===== src/rtl/decoder_5_to_32.sv =====
// Registered 5-to-32 one-hot decoder with enable, valid flag and last-index capture.
// One-cycle latency from In/E to Out/Valid/Index; no backpressure, a new select is accepted every cycle.
module decoder_5_to_32 #(
  parameter int unsigned ACTIVE_LOW = 0
) (
  input  logic        Clk,
  input  logic        Reset,
  input  logic [4:0]  In,
  input  logic        E,
  output logic [31:0] Out,
  output logic        Valid,
  output logic [4:0]  Index
);

  // XOR mask that turns an active-high one-hot into the configured polarity.
  localparam logic [31:0] INACTIVE = (ACTIVE_LOW != 0) ? 32'hFFFF_FFFF : 32'h0000_0000;

  logic [31:0] w_onehot;
  logic [31:0] w_next_out;
  logic [31:0] r_out;
  logic        r_valid;
  logic [4:0]  r_index;

  always_comb begin
    w_onehot = 32'h0000_0000;
    if (E) begin
      w_onehot[In] = 1'b1;
    end
    w_next_out = w_onehot ^ INACTIVE;
  end

  always_ff @(posedge Clk or posedge Reset) begin
    if (Reset) begin
      r_out   <= INACTIVE;
      r_valid <= 1'b0;
      r_index <= 5'd0;
    end else begin
      r_out   <= w_next_out;
      r_valid <= E;
      if (E) begin
        r_index <= In;
      end
    end
  end

  assign Out   = r_out;
  assign Valid = r_valid;
  assign Index = r_index;

`ifndef SYNTHESIS
  // Exactly one active line while Valid, none otherwise.
  always @(negedge Clk) begin
    if (!Reset) begin
      assert (Valid ? ($countones(r_out ^ INACTIVE) == 1) : ((r_out ^ INACTIVE) == 32'h0));
    end
  end
`endif

endmodule


===== config.mk =====
export PLATFORM = sky130hd
export DESIGN_NAME = decoder_5_to_32
export DESIGN_NICKNAME = d
export VERILOG_FILES = /design/src/rtl/decoder_5_to_32.sv
export SDC_FILE = /design/constraint.sdc
export NUM_CORES = 1
export LEC_CHECK = 0
export ABC_CLOCK_PERIOD_IN_PS = 2000
export CORE_UTILIZATION = 40
export DETAILED_ROUTE_END_ITERATION = 10
export PLACE_DENSITY_LB_ADDON = 0.1
export SYNTH_ARGS = -nofsm -noshare
export SYNTH_HDL_FRONTEND = slang
export SYNTH_SLANG_ARGS = --single-unit
export TNS_END_PERCENT = 30

===== constraint.sdc =====
create_clock -name Clk -period 2 [get_ports Clk]
set_input_delay 0.2 -clock Clk [delete_from_list [all_inputs] [get_ports Clk]]
set_output_delay 0.2 -clock Clk [all_outputs]
set_load 0.02 [all_outputs]

Word level (Yosys, flattened, before mapping). Cells that the tools add are included.

Bits of input ports: 8. Word-level logic and storage cells: 9. Register bits: 38. Output and inout bits: 38.

Muxes and demuxes: 3. Reductions and logical operators: 1. $lt $le $gt $ge: 2.

Operator list (count): $mux W32 (1); $lt A5 B6 Y1 const B (1); $demux W1 S5 (1); $ge A5 B1 Y1 const B (1); $logic_and A1 B1 Y1 (1); $mux W1 (1).

Logic depth before layout (Yosys ltp).
Word-level depth: 5. Gate-level depth with buffers: 3. Gate-level depth less buffers: 2.

Worst setup path before layout. Ideal clock, no wire load.

Path kind: input to register. From: input In[2]. To: register r_out[3], in the netlist Out[3]. Required time: 1.928 ns. Data arrival time: 0.819 ns. Buffers on the path: 0. Slack: 1.108 ns. Library setup time: 0.072 ns. Stages on the path: 2. Path through: or4b_4 -> nor2_1.

Longest elaborated chain between the ends: 5. Elaborated cells between the ends (all ways): 6. Classes of those cells: order compare: 2; mux: 3; reduce/logical: 1.

RTL lines: from (decl) (RTL line 8) `input logic [4:0] In,`; $lt A5 B6 Y1 (implied by the code) / $ge A5 B1 Y1 (equally long branches) (RTL line 27) `w_onehot[In] = 1'b1;`; $logic_and A1 B1 Y1 (implied by the code) (RTL line 27); $mux W1 (implied by the code) (RTL line 27); $demux W1 S5 * (RTL line 27); $mux W32 * (RTL line 26) `if (E) begin`; net w_next_out[3] (RTL line 19) `logic [31:0] w_next_out;`; to (signal assigned) (RTL line 38) `r_out <= w_next_out;`; to (decl) (RTL line 20) `logic [31:0] r_out;`.

Mark *: on every way through the listed nets, which the timed path passes. The rest lies on a longest branch. A chain may end at the register's enable or synchronous reset.

Worst setup path in the final report.
From: register r_index[1], in the netlist Index[1]. To: output Index[1].

RTL lines: from (decl) (RTL line 22) `logic [4:0] r_index;`; from (signal assigned) (RTL line 41) `r_index <= In;`; to (decl) (RTL line 12) `output logic [4:0] Index`.

No word-level cell between the ends.

==> impl_metrics.csv <==
group,metric,value,unit
place,placed_area,1738,sq um
timing,fin_hold_ws,0.2776,ns
global_route,met3_usage,5.134,%
place,preCtsSetupSlack,0.4470,ns
routing,vias,846,
setup_path,cpLargestDelayFamily,"buffers and inverters",
place,io_buffer_count,45,
layout,synthToLayoutAreaGrowth,43.84,%
clock_network,cts.sinks,38,
synth,synthDistinctLibCells,13,
timing,fin_crit,1.508,ns
setup_path,worst-setup-path-type,"reg2out",
place,dp.cells,166,
timing,tightest_slew,0.4571,ns
layout,fin_area,1798,sq um
floorplan,io-pin-count,46,
timing,hold_violations,0,
clock_network,cts_resized,0,
timing,finClkSkew,0,ns
setup_path,r2r_cells,1,
global_route,track_usage,16.57,%
clock_network,numCtsBuffers,5,
setup_path,cp_slowest_cell,"clkdlybuf4s50_1",
layout,layout_commonest_cell,"clkdlybuf4s50_1",
routing,drt_wl_total,2485,um
pwr,total_leakage_power,0.8089,nW
setup_path,worst-path-buf-inv,1,
routing,dr.pass1.iters,9,
global_route,use_met1,19.49,%
synth,syn_nets,100,
floorplan,dieArea,3352,sq um
synth,synthCells,92,
synth,synth-seq-cells,38,
timing,relSlewSlack,69.53,%
timing,fin_ws,0.4917,ns
setup_path,rrSetupSlack,1.24,ns
clock_network,root_buffer,"clkbuf_4",
routing,wl_per_cell,14.28,um
setup_path,slowest_delay,0.61,ns
global_route,busiest_layer,"met2",
global_route,grt_pass1_vias,837,
pwr,peakVddDrop,0.5273,mV
clock_network,clock_path_buffers,2,
floorplan,rows,19,
synth,yosysTopAreaCellShare,76.08,%
synth,synth_area_per_cell,13.59,sq um
floorplan,die_h,57.90,um
clock_network,clk_latency,0.33,ns
timing,setup-tns-final,0,ns
pwr,p_per_area,741.1,nW/um^2
setup_path,critPathCaptureType,"output pin",
synth,synth_area_leaders,"dfrtp_1 (76%), nor2_1 (9.6%), mux2_2 (4.5%), nand4bb_1 (2.7%), nand4b_1 (2.1%)",
synth,syn_area,1250,sq um
min_path,hold_class,"in2async",
layout,final_layout_size_suffix_gt1_share,11.19,%
layout,layout_common_cells,"clkdlybuf4s50_1 (45), dfrtp_1 (38), nor2_1 (32)",
timing,fmax,663.0,MHz
place,gp_congestion,0.6747,
floorplan,core_area,2853,sq um
synth,ys_seq_area_share,76.08,%
timing,fin_crit_sh,75.42,%
setup_path,start_kind,"register",
clock_network,cts_tree,"yes",
clock_network,ctsHoldBuffers,0,
routing,dr.first_iter.drc_count,13,
run_status,outcome,"finished with violations",
global_route,grt_max_degree,39,
floorplan,start_util,43.82,%
setup_path,crit_fanout,2,
layout,fill_cells,253,
timing,maxSlewViolCount,0,
timing,setup_viol,0,
routing,ant_nets,0,
global_route,antenna_found_initial,0,
run_status,violations,"design-rule violations",
layout,postLayoutCoreUtil,63.03,%
run,maxCapViolations,0,
global_route,grt-ovfl-total,0,
setup_path,path_cells,"clkdlybuf4s50_1",
layout,finalNonFillerCells,174,
setup_path,required,1.80,ns
layout,nets,150,
setup_path,arrival,1.31,ns
synth,synth_warnings,0,
routing,drt_drc_violations_left,4,
global_route,grt_pass1_wl,3981,um
setup_path,r2r_start,"Index[2]",
timing,rsz0062_at_grt,"no",
clock_network,htreeDepth,2,
global_route,use_met2,29.06,%
place,hpwlAfterDp,1758,um
routing,vias_per_cell,4.862,
floorplan,dieWidth,57.90,um
clock_network,cts_setup_buffers,0,
clock_network,path_clk_slew,0.11,ns
pwr,fin_total_pwr,1.332,mW
layout,diodes,0,
setup_path,r2r_end,"Index[2]",
synth,synth_area_leader_cell,"dfrtp_1",
-- power by group --
| group | switching, mW | internal (mW) | total [mW] |
|---|---|---|---|
| sequential | 0.00736 | 0.785 | 0.792 |
| clock | 0.232 | 0.171 | 0.403 |
| combinational | 0.0763 | 0.0610 | 0.137 |
-- cell usage after synthesis --
cell type / n
dfrtp_1: 38
buf_2: 1
clkbuf_1: 3
nand4bb_1: 3
nand2b_1: 2
nand2_1: 1
nand4b_1: 3
nor2_1: 32
mux2_2: 5
inv_1: 1
or4b_4: 1
or2_2: 1
nand4_1: 1
-- cell type report --
class / instances / area, sq um / share of cell area [%]
clock inverter: 1 / 5.005 / 0.2784
inverter: 1 / 3.754 / 0.2088
clock buffer: 7 / 55.05 / 3.062
tap: 31 / 38.79 / 2.157
multi-input combinational: 49 / 279.0 / 15.52
sequential: 38 / 950.9 / 52.89
timing repair buffer: 47 / 465.4 / 25.89
-- routing by layer --
layer  vias to the layer above  wire [um]
met5                         -          0
met4                         0         40
met3                         5        144
met2                        30       1327
met1                       417        972
li1                        394          -
-- worst max path at each step --
stage	from	end	slack [ns]	depth (start not counted)
6_report	Index[1]	Index[1]	0.49	1
5_1_grt	Index[1]	Index[1]	0.45	1
4_1_cts	Index[1]	Index[1]	0.47	1
3_5_place_dp	In[2]	Out[1]	0.45	3
3_3_place_gp	In[2]	Out[2]	0.50	3
2_1_floorplan	Reset	Index[0]	0.94	1
-- state kept, by name, indices dropped and copies added (netlist names) --
signal  cells
Index       5
Out        32
Valid       1
-- logic make-up after synthesis --
kind of cell	synth area share, %
mux	4.504
buf+inv	1.601
flops	76.08
simple gates	17.82
(Power assumes the default switching activity.)
